File: src/rtl/gfx_pkg.sv
// Shared graphics constants: window geometry, line buffer word layout and the
// scanout line-state encoding.
package gfx_pkg;

  localparam int WIN_W = 320;
  localparam int WIN_H = 200;

  typedef struct packed {
    logic [2:0] palette;
    logic [3:0] color;
  } linebuf_word_t;

  typedef enum logic {
    ST_BLANK = 1'b0,
    ST_SHOW  = 1'b1
  } line_state_t;

endpackage

File: src/rtl/gfx_scanout_if.sv
// Scanout bus: display timing in, render request / line buffer port to gfx,
// pixel stream out. border_color exists only with GFX_SCANOUT_BORDER_EN.
interface gfx_scanout_if;
  import gfx_pkg::*;

  logic          pix_en;
  logic          line_start;
  logic [8:0]    vpos;
  logic          hactive;
  logic [7:0]    vline;
  logic          start;
  logic [8:0]    linebuf_rdidx;
  linebuf_word_t linebuf_data;
  logic          pix_valid;
  logic [6:0]    pix_data;
  logic          pix_border;
  logic          pix_opaque;
`ifdef GFX_SCANOUT_BORDER_EN
  logic [6:0]    border_color;
`endif

  modport master (
    input  pix_en, line_start, vpos, hactive, linebuf_data,
`ifdef GFX_SCANOUT_BORDER_EN
    input  border_color,
`endif
    output vline, start, linebuf_rdidx,
    output pix_valid, pix_data, pix_border, pix_opaque
  );

  modport slave (
    output pix_en, line_start, vpos, hactive, linebuf_data,
`ifdef GFX_SCANOUT_BORDER_EN
    output border_color,
`endif
    input  vline, start, linebuf_rdidx,
    input  pix_valid, pix_data, pix_border, pix_opaque
  );

endinterface

File: src/rtl/gfx_scanout.sv
// Scanout of the 320x200 graphics window: render requests one line ahead and a
// 2-clk pixel pipeline through the line buffer. Option: GFX_SCANOUT_BORDER_EN.
module gfx_scanout
  import gfx_pkg::*;
#(
  parameter int VSTART = 20,
  parameter int HSTART = 16
) (
  input  logic          clk,
  input  logic          reset,
  gfx_scanout_if.master bus
);

  localparam logic [9:0] V_FIRST = 10'(VSTART);
  localparam logic [9:0] V_LAST  = 10'(VSTART + WIN_H - 1);
  localparam logic [9:0] H_FIRST = 10'(HSTART);
  localparam logic [9:0] H_END   = 10'(HSTART + WIN_W);

  // ---------------------------------------------------------------- render
  logic [9:0]  next_line;
  logic        render_req;
  logic        render_pending;
  logic        start_q;
  logic [7:0]  vline_q;

  assign next_line  = {1'b0, bus.vpos} + 10'd1;
  assign render_req = bus.line_start && (next_line >= V_FIRST) && (next_line <= V_LAST);

  // NOTE: state registers use non-blocking assignments so every flop samples
  // pre-edge values regardless of process evaluation order.
  always_ff @(posedge clk) begin
    if (reset) begin
      start_q        <= 1'b0;
      vline_q        <= 8'd0;
      render_pending <= 1'b0;
    end else begin
      start_q <= render_req;
      if (render_req)     vline_q        <= 8'(next_line - V_FIRST);
      if (bus.line_start) render_pending <= render_req;
    end
  end

  // ------------------------------------------------------------ line FSM
  line_state_t state, state_nxt;
  logic        show_line;

  always_ff @(posedge clk) begin
    if (reset) state <= ST_BLANK;
    else       state <= state_nxt;
  end

  // NOTE: default assignment first so no path through the block leaves
  // state_nxt unassigned, which would infer a latch.
  always_comb begin
    state_nxt = state;
    if (bus.line_start) state_nxt = render_pending ? ST_SHOW : ST_BLANK;
  end

  always_comb begin
    show_line = (state == ST_SHOW);
  end

  // ------------------------------------------------------- column counter
  logic [8:0] hcol;
  logic [8:0] hcol_s;
  logic       pix_take;
  logic       in_win_s;

  // A pixel arriving with line_start belongs to column 0 of the new line.
  assign hcol_s   = bus.line_start ? 9'd0 : hcol;
  assign pix_take = bus.pix_en && bus.hactive;
  assign in_win_s = ({1'b0, hcol_s} >= H_FIRST) && ({1'b0, hcol_s} < H_END);

  always_ff @(posedge clk) begin
    if (reset)                              hcol <= 9'd0;
    else if (bus.line_start)                hcol <= 9'd0;
    else if (pix_take && hcol != 9'd511)    hcol <= hcol + 9'd1;
  end

  // ------------------------------------------------------- pixel pipeline
  logic       s1_valid, s1_in_win;
  logic       s2_valid, s2_in_win;
  logic [8:0] rdidx_q;

  always_ff @(posedge clk) begin
    if (reset) begin
      s1_valid  <= 1'b0;
      s1_in_win <= 1'b0;
      rdidx_q   <= 9'd0;
      s2_valid  <= 1'b0;
      s2_in_win <= 1'b0;
    end else begin
      s1_valid <= pix_take;
      if (pix_take) begin
        rdidx_q   <= hcol_s - 9'(HSTART);
        s1_in_win <= in_win_s && show_line;
      end
      s2_valid  <= s1_valid;
      s2_in_win <= s1_valid && s1_in_win;
    end
  end

  // The line buffer returns data in the cycle where s2 is valid, so the pixel
  // fields are formed from it directly rather than through another register.
  logic [6:0] border_val;
`ifdef GFX_SCANOUT_BORDER_EN
  assign border_val = bus.border_color;
`else
  assign border_val = 7'd0;
`endif

  assign bus.start         = start_q;
  assign bus.vline         = vline_q;
  assign bus.linebuf_rdidx = rdidx_q;
  assign bus.pix_valid     = s2_valid;
  assign bus.pix_border    = s2_valid && !s2_in_win;
  assign bus.pix_opaque    = s2_in_win && (bus.linebuf_data.color != 4'd0);
  assign bus.pix_data      = !s2_valid ? 7'd0 :
                             s2_in_win ? bus.linebuf_data : border_val;

endmodule

File: src/flat_wrapper.sv
// flat-port wrapper written by rule: the top's interface ports become plain ports
module gfx_scanout_flat import gfx_pkg::*;
#(
  parameter int VSTART = 20,
  parameter int HSTART = 16
)
  (clk, reset, bus_pix_en, bus_line_start, bus_vpos, bus_hactive, bus_linebuf_data, bus_vline, bus_start, bus_linebuf_rdidx, bus_pix_valid, bus_pix_data, bus_pix_border, bus_pix_opaque);
  gfx_scanout_if bus_i ();
  input  logic clk;
  input  logic reset;
  input wire logic [$bits(bus_i.pix_en)-1:0] bus_pix_en;
  input wire logic [$bits(bus_i.line_start)-1:0] bus_line_start;
  input wire logic [$bits(bus_i.vpos)-1:0] bus_vpos;
  input wire logic [$bits(bus_i.hactive)-1:0] bus_hactive;
  input wire logic [$bits(bus_i.linebuf_data)-1:0] bus_linebuf_data;
  output wire logic [$bits(bus_i.vline)-1:0] bus_vline;
  output wire logic [$bits(bus_i.start)-1:0] bus_start;
  output wire logic [$bits(bus_i.linebuf_rdidx)-1:0] bus_linebuf_rdidx;
  output wire logic [$bits(bus_i.pix_valid)-1:0] bus_pix_valid;
  output wire logic [$bits(bus_i.pix_data)-1:0] bus_pix_data;
  output wire logic [$bits(bus_i.pix_border)-1:0] bus_pix_border;
  output wire logic [$bits(bus_i.pix_opaque)-1:0] bus_pix_opaque;
  assign bus_i.pix_en = bus_pix_en;
  assign bus_i.line_start = bus_line_start;
  assign bus_i.vpos = bus_vpos;
  assign bus_i.hactive = bus_hactive;
  assign bus_i.linebuf_data = bus_linebuf_data;
  assign bus_vline = bus_i.vline;
  assign bus_start = bus_i.start;
  assign bus_linebuf_rdidx = bus_i.linebuf_rdidx;
  assign bus_pix_valid = bus_i.pix_valid;
  assign bus_pix_data = bus_i.pix_data;
  assign bus_pix_border = bus_i.pix_border;
  assign bus_pix_opaque = bus_i.pix_opaque;
  gfx_scanout #(.VSTART(VSTART), .HSTART(HSTART)) u_core (.clk(clk), .reset(reset), .bus(bus_i));
endmodule
File: config.mk
export PLATFORM = sky130hd
export DESIGN_NAME = gfx_scanout_flat
export DESIGN_NICKNAME = d
export VERILOG_FILES = /design/src/rtl/gfx_pkg.sv /design/src/rtl/gfx_scanout_if.sv /design/src/rtl/gfx_scanout.sv /design/src/flat_wrapper.sv
export SDC_FILE = /design/constraint.sdc
export NUM_CORES = 1
export LEC_CHECK = 0
export ABC_CLOCK_PERIOD_IN_PS = 2680
export CORE_AREA = 2 2 78 80
export DETAILED_ROUTE_END_ITERATION = 7
export DIE_AREA = 0 0 80 82
export HOLD_SLACK_MARGIN = 0.08
export PLACE_DENSITY = 0.61
export SYNTH_ARGS = -nofsm -noshare
export SYNTH_HDL_FRONTEND = slang
export SYNTH_SLANG_ARGS = --single-unit
File: constraint.sdc
create_clock -name clk -period 2.68 [get_ports clk]
set_clock_uncertainty 0.2 [all_clocks]
set_input_delay 0.536 -clock clk [delete_from_list [all_inputs] [get_ports clk]]
set_output_delay 0.536 -clock clk [all_outputs]
set_load 0.005 [all_outputs]
* Yosys cells after proc, flatten, opt, wreduce, memory -nomap -nowiden
Index checks and enable logic that the tools add are counted.
** Storage, ports and cells
- Register bits after elaboration :: 33
- Input port bits :: 21
- Output and inout bits :: 28
- Logic and storage cells :: 35
** Operators by class
- $add $sub $neg :: 4
- Magnitude comparators :: 4
- Equality and inequality tests :: 1
- Mux-type cells :: 4
- Reductions and logical operators :: 12
** Operator list (count)
- $mux 7 :: 2
- $add 9x1->10 const B :: 1
- $ge 10x5->1 const B :: 1
- $le 10x8->1 const B :: 1
- $add 9x1->9 const B :: 1
- $ge 9x5->1 const B :: 1
- $logic_and 1x1->1 :: 9
- $lt 9x9->1 const B :: 1
- $mux 9 :: 1
- $ne 9x9->1 const B :: 1
- $sub 9x5->9 const B :: 1
- $sub 8x5->8 const B :: 1
- $reduce_bool 4->1 :: 1
- $reduce_or 2->1 :: 1
- $logic_not 1->1 :: 1
- $mux 1 :: 1

* Logic depth before layout (Yosys ltp)
- Depth after elaboration :: 4
- Mapped depth :: 13
- Mapped depth without buffers :: 10

* Least setup slack after synthesis
Ideal clock, no wire load.
- Kind :: input-to-reg
- Start point :: input bus_vpos[0]
- End point :: register u_core.vline_q[2], in the netlist u_core.bus.vline[2]
- Setup time :: 128 ps
- Arrival time :: 2215 ps
- Required time :: 2352 ps
- Path slack :: 137 ps
- Stages on the path :: 13
- Path buffers :: 3
- Cell sequence :: buf_6 and2_1 buf_2 nand2_1 xnor2_1 inv_1 ha_1 a21boi_0 o22ai_1 o211ai_2 buf_6 mux2i_1 nor2_1
** Between the ends
- Cells in the longest elaborated chain, start to end :: 4
- Elaborated cells on any way between the ends :: 6
- Those cells by class :: 2 x add/sub; 2 x order compare; 2 x reduce/logical
** RTL lines
- start: declaration :: RTL line flat_wrapper.sv:13 : input wire logic [$bits(bus_i.vpos)-1:0] bus_vpos;
- $add 9x1->10 * :: RTL line gfx_scanout.sv:26 : assign next_line = {1'b0, bus.vpos} + 10'd1;
- $ge 10x5->1 :: RTL line gfx_scanout.sv:27 : assign render_req = bus.line_start && (next_line >= V_FIRST) && (next_line <= V_LAST);
- $logic_and 1x1->1 (2 in a row) :: RTL line gfx_scanout.sv:27
- end signal: assignment :: RTL line gfx_scanout.sv:38 : if (render_req) vline_q <= 8'(next_line - V_FIRST);
- end: declaration :: RTL line gfx_scanout.sv:24 : logic [7:0] vline_q;
Every way passes the cells marked *; elsewhere a longest branch is shown, timed or not.
A chain may end at the register's enable or synchronous reset.

* Worst setup path after layout
- Start point :: input bus_linebuf_data[3]
- End point :: output bus_pix_opaque
** Between the ends
- Cells in the longest elaborated chain, start to end :: 2
** RTL lines
- start: declaration :: RTL line flat_wrapper.sv:15 : input wire logic [$bits(bus_i.linebuf_data)-1:0] bus_linebuf_data;
- $reduce_bool 4->1 :: RTL line gfx_scanout.sv:117 : assign bus.pix_opaque = s2_in_win && (bus.linebuf_data.color != 4'd0);
- $logic_and 1x1->1 :: RTL line gfx_scanout.sv:117
- end: declaration :: RTL line flat_wrapper.sv:22 : output wire logic [$bits(bus_i.pix_opaque)-1:0] bus_pix_opaque;
No other way between the ends.

==> summary.md <==
| Metric | Value |
|---|---|
| Ratio of cells with drive above 1 in the final layout | `0.1768` |
| Htree depth | `2` |
| Placeable core region | `between 5000 and 6000 µm²` |
| Largest net degree at the start of global routing | `19` |
| Starting Density | `0.3415` |
| Reg2Reg Depth | `8` |
| Clock sink count | `33` |
| Total via count after detailed routing | `1908` |
| Period utilisation layout | `0.9580` |
| Number of buffers inserted by post-CTS setup repair | `0` |
| Worst Hold Class | `flip-flop to flip-flop` |
| Register Area | `660.6 µm²` |
| Number of pins exceeding their max-slew limit in the final report | `0` |
| Post-Synthesis Mean Instance Area | `a little over 8 µm²` |
| Cell leakage power | `roughly 0.0011 µW` |
| Placement-stage cell area | `2676 µm²` |
| Maximum fanout along the worst path | `2` |
| CP Launch Type | `input port` |
| Die Y | `between 80 and 90 µm` |
| Slowest stage cell, crit path | `sky130_fd_sc_hd__clkdlybuf4s50_1` |
| Number of inserted filler cells in the final layout | `around 560` |
| Total met3 wirelength after detailed routing | `about 310 µm` |
| End of the worst register-to-register path | `u_core.hcol[7]` |
| Worst skew pair latency | `about 280 ps` |
| Met2 wire length | `around 2000 µm` |
| Reg-to-reg startpoint | `u_core.hcol[0]` |
| Area of all placed cells without fillers | `approximately 2800 µm²` |
| Overall power | `between 1000 and 1500 µW` |
| # IOs | `a little under 50` |
| GRT Util Overall | `0.1486` |
| Area of the multi-input gates | `1199 µm²` |
| Hold wc startpoint | `u_core.s1_in_win` |
| #FFs+latches synth | `33` |
| ANT nets after route | `0` |
| Final hold violation count | `0` |
| Number of violations reported at the end of detailed-routing iteration 0 | `127` |
| Hold depth | `2` |
| Final TNS setup | `0 ps` |
| Number of nets in the finished design | `~340` |
| Clock input transition at the sequential cells of the worst setup and hold paths | `about 60 ps` |
| Dominant delay contributor by cell family on the critical path | `buffers and inverters` |
| Share of synthesized registers carrying an async set or reset | `0` |
| Residual overflow from global routing | `0` |
| Netlist area before placement | `around 2000 µm²` |
| Outcome | `complete, no violations` |
| Most common cell type on the critical path | `sky130_fd_sc_hd__clkdlybuf4s50_1` |
| Number of max-capacitance violations reported | `0` |
| Setup slack of the worst register-to-register path | `590 ps` |
| Placement Rows | `28` |
| Half-perimeter wire length after detailed placement | `3620 µm` |
| Final worst slack | `between 100 and 150 ps` |
| Number of setup violations in the final report | `0` |
| Sequential fraction of the synthesis area | `0.3367` |
| Number of antenna violations at the first check in global routing | `0` |
| Critical path required time | `a little under 2000 ps` |
| Crit path buffers/inverters | `2` |
| Count of cell instances traversed by the critical path | `3` |
| Global-route wire length before repair | `a little under 8000 µm` |
| IO buf count | `48` |
| CTS tree | `built` |
| Buffer depth of the longest clock path | `2` |
| Post-route met1 wirelength | `between 2000 and 2500 µm` |
| Number of library cell types mapped by synthesis | `46` |
| Mapped Cells | `238` |
| WL final | `between 4000 and 5000 µm` |
| P per Cell Area | `between 400 and 500 nW/µm²` |
| Remaining max-slew budget at the tightest pin | `0.7641` |
| Critical path data arrival time | `around 1800 ps` |
| Highest layer used for signal routing | `met4` |
| Type of destination of the critical path | `output port` |
| Setup repair after global routing missed its margin | `no` |
| Post-place setup slack | `-387.4 ps` |
| Transition time at the pin with the least slew margin | `353.1 ps` |
| Dominant synthesized flop cell | `sky130_fd_sc_hd__dfxtp_1` |
| Worst path max stage delay | `around 460 ps` |
| Number of synthesis warnings | `0` |
| Mapped Nets | `between 200 and 300` |
| Die span in x | `about 80 µm` |
| Via/cell ratio | `between 4 and 5` |
| Number of synthesized flops with an enable pin | `0` |
| Peak clock frequency supported by timing | `between 300 and 400 MHz` |
| Routability congestion estimate | `~0.94` |
| Number of antenna cells inserted | `0` |
| Die area | `6560 µm²` |
| Critical Path Source | `bus_linebuf_data[3]` |
| Wire length per cell after detailed routing | `~12 µm` |
| Number of global-route vias before repair | `roughly 1700` |
| Type of the worst setup path | `input port to output port` |
| Clock period minus final worst setup slack | `2567 ps` |
| DR pass1 iterations | `4` |
| DRC violations left | `0` |
| CTS root buffer | `sky130_fd_sc_hd__clkbuf_8` |
| Total CTS buffers | `5` |
| Layout area overhead | `42.79%` |
| Largest vdd supply drop | `about 0.26 mV` |
| Terminating pin of the worst hold path | `u_core.s1_in_win` |
| Critical path cell sequence | `clkdlybuf4s50_1 > o41a_1 > clkdlybuf4s50_1` |
-- worst reg2reg max path, delay by kind of cell, from the launching register on --
family          cells  cell delay (ps)
fa+ha+maj           2              470
simple gates        5              860
flops               1              370
compound gates      1              140
-- registers in the layout, indices dropped and copies added, names as in the netlist --
name	count
u_core.s1_valid	1
u_core.bus.pix_valid	1
u_core.bus.vline	8
u_core.bus.start	1
u_core.hcol	9
u_core.s1_in_win	1
u_core.bus.linebuf_rdidx	9
u_core.s2_in_win	1
u_core.show_line	1
u_core.render_pending	1
-- synth_stat cells, types with 4 or more instances --
cell type / n / area [µm²]
sky130_fd_sc_hd__dfxtp_1: 33 / 660.6
sky130_fd_sc_hd__nor2_1: 26 / 97.59
sky130_fd_sc_hd__a21oi_1: 21 / 105.1
sky130_fd_sc_hd__nand2_1: 21 / 78.83
sky130_fd_sc_hd__xnor2_1: 11 / 96.34
sky130_fd_sc_hd__ha_1: 10 / 125.1
sky130_fd_sc_hd__o21ai_0: 10 / 50.05
sky130_fd_sc_hd__and3_1: 8 / 50.05
sky130_fd_sc_hd__inv_1: 7 / 26.28
sky130_fd_sc_hd__mux2i_1: 7 / 70.07
sky130_fd_sc_hd__clkbuf_1: 6 / 22.52
sky130_fd_sc_hd__nand3_1: 6 / 30.03
sky130_fd_sc_hd__and2_1: 5 / 31.28
sky130_fd_sc_hd__nand4_1: 5 / 31.28
sky130_fd_sc_hd__nor3_1: 5 / 25.02
sky130_fd_sc_hd__or3_1: 5 / 31.28
sky130_fd_sc_hd__buf_6: 4 / 45.04
sky130_fd_sc_hd__nor2b_1: 4 / 25.02
sky130_fd_sc_hd__xor2_1: 4 / 35.03
-- kinds of logic (layout without fill, tap and decap cells) --
kind of cell               count (synthesis)  count (layout)  synth area share
AOI/OAI and AO/OA                         50              50            0.1684
xor gates and xnor gates                  15              15           0.06696
adders and majority gates                 10              10           0.06378
buffers and inverters                     22              95           0.06250
DFF                                       33              33            0.3367
muxes                                      7               7           0.03572
and+or+nand+nor                          101             101            0.2659
-- per-layer routing --
| metal | global-route usage | vias to the layer above |
|---|---|---|
| li1 | - | 976 |
| met1 | 0.1953 | 873 |
| met2 | 0.2358 | 52 |
| met3 | 0.04286 | 7 |
| met4 | 0.04576 | 0 |
| met5 | 0 | - |
-- power breakdown --
group	switching (µW)	internal [µW]	leakage (µW)
clock	171	232	0.0000542
sequential	9.69	507	0.000268
combinational	101	125	0.000813
-- through the flow --
| step | std cells | hold WS (ps) | util |
|---|---|---|---|
| 6_report | 386 | 249.9 | 0.4876 |
| 5_1_grt | 386 | 269.6 | 0.4876 |
| 4_1_cts | 386 | 252.2 | 0.4856 |
| 3_5_place_dp | 378 | 241.6 | 0.4658 |
| 3_3_place_gp | 378 | 240.3 | 0.4658 |
| 2_1_floorplan | 238 | 229.6 | - |
-- area by class of cell --
type                       instances  share of cell area
clock buffer                       7             0.03439
inverter                           8             0.01072
tap                               75             0.03350
sequential                        33              0.2358
clock inverter                     1            0.001787
timing repair buffer              79              0.2559
multi-input combinational        183              0.4279
-- placed cells by master, fill, tap and decap left out, types with 4 or more instances in the layout --
| cell | netlist | final |
|---|---|---|
| sky130_fd_sc_hd__a21oi_1 | 21 | 20 |
| sky130_fd_sc_hd__and2_1 | 5 | 4 |
| sky130_fd_sc_hd__and3_1 | 8 | 8 |
| sky130_fd_sc_hd__buf_4 | 2 | 31 |
| sky130_fd_sc_hd__clkbuf_8 | 0 | 7 |
| sky130_fd_sc_hd__clkdlybuf4s50_1 | 0 | 45 |
| sky130_fd_sc_hd__dfxtp_1 | 33 | 33 |
| sky130_fd_sc_hd__ha_1 | 10 | 10 |
| sky130_fd_sc_hd__inv_1 | 7 | 6 |
| sky130_fd_sc_hd__mux2i_1 | 7 | 7 |
| sky130_fd_sc_hd__nand2_1 | 21 | 21 |
| sky130_fd_sc_hd__nand3_1 | 6 | 6 |
| sky130_fd_sc_hd__nand4_1 | 5 | 5 |
| sky130_fd_sc_hd__nor2_1 | 26 | 26 |
| sky130_fd_sc_hd__nor2b_1 | 4 | 4 |
| sky130_fd_sc_hd__nor3_1 | 5 | 5 |
| sky130_fd_sc_hd__o21ai_0 | 10 | 10 |
| sky130_fd_sc_hd__or3_1 | 5 | 5 |
| sky130_fd_sc_hd__xnor2_1 | 11 | 10 |
| sky130_fd_sc_hd__xor2_1 | 4 | 4 |
-- timing repair --
item	in CTS	in global routing
resized for setup	3	5
hold endpoints to repair	0	0
gates cloned	0	0
endpoints found under the setup margin	8	8
pin swaps	2	2
hold buffers	0	0
-- worst max-delay path by stage --
| stage | end |
|---|---|
| after floorplan | u_core.bus.vline[2] |
| after global placement | u_core.bus.vline[1] |
| after detailed placement | u_core.bus.vline[1] |
| after CTS | u_core.bus.vline[1] |
| after global routing | u_core.bus.vline[5] |
| final | bus_pix_opaque |
No activity file was read; power rests on OpenSTA's default activity.
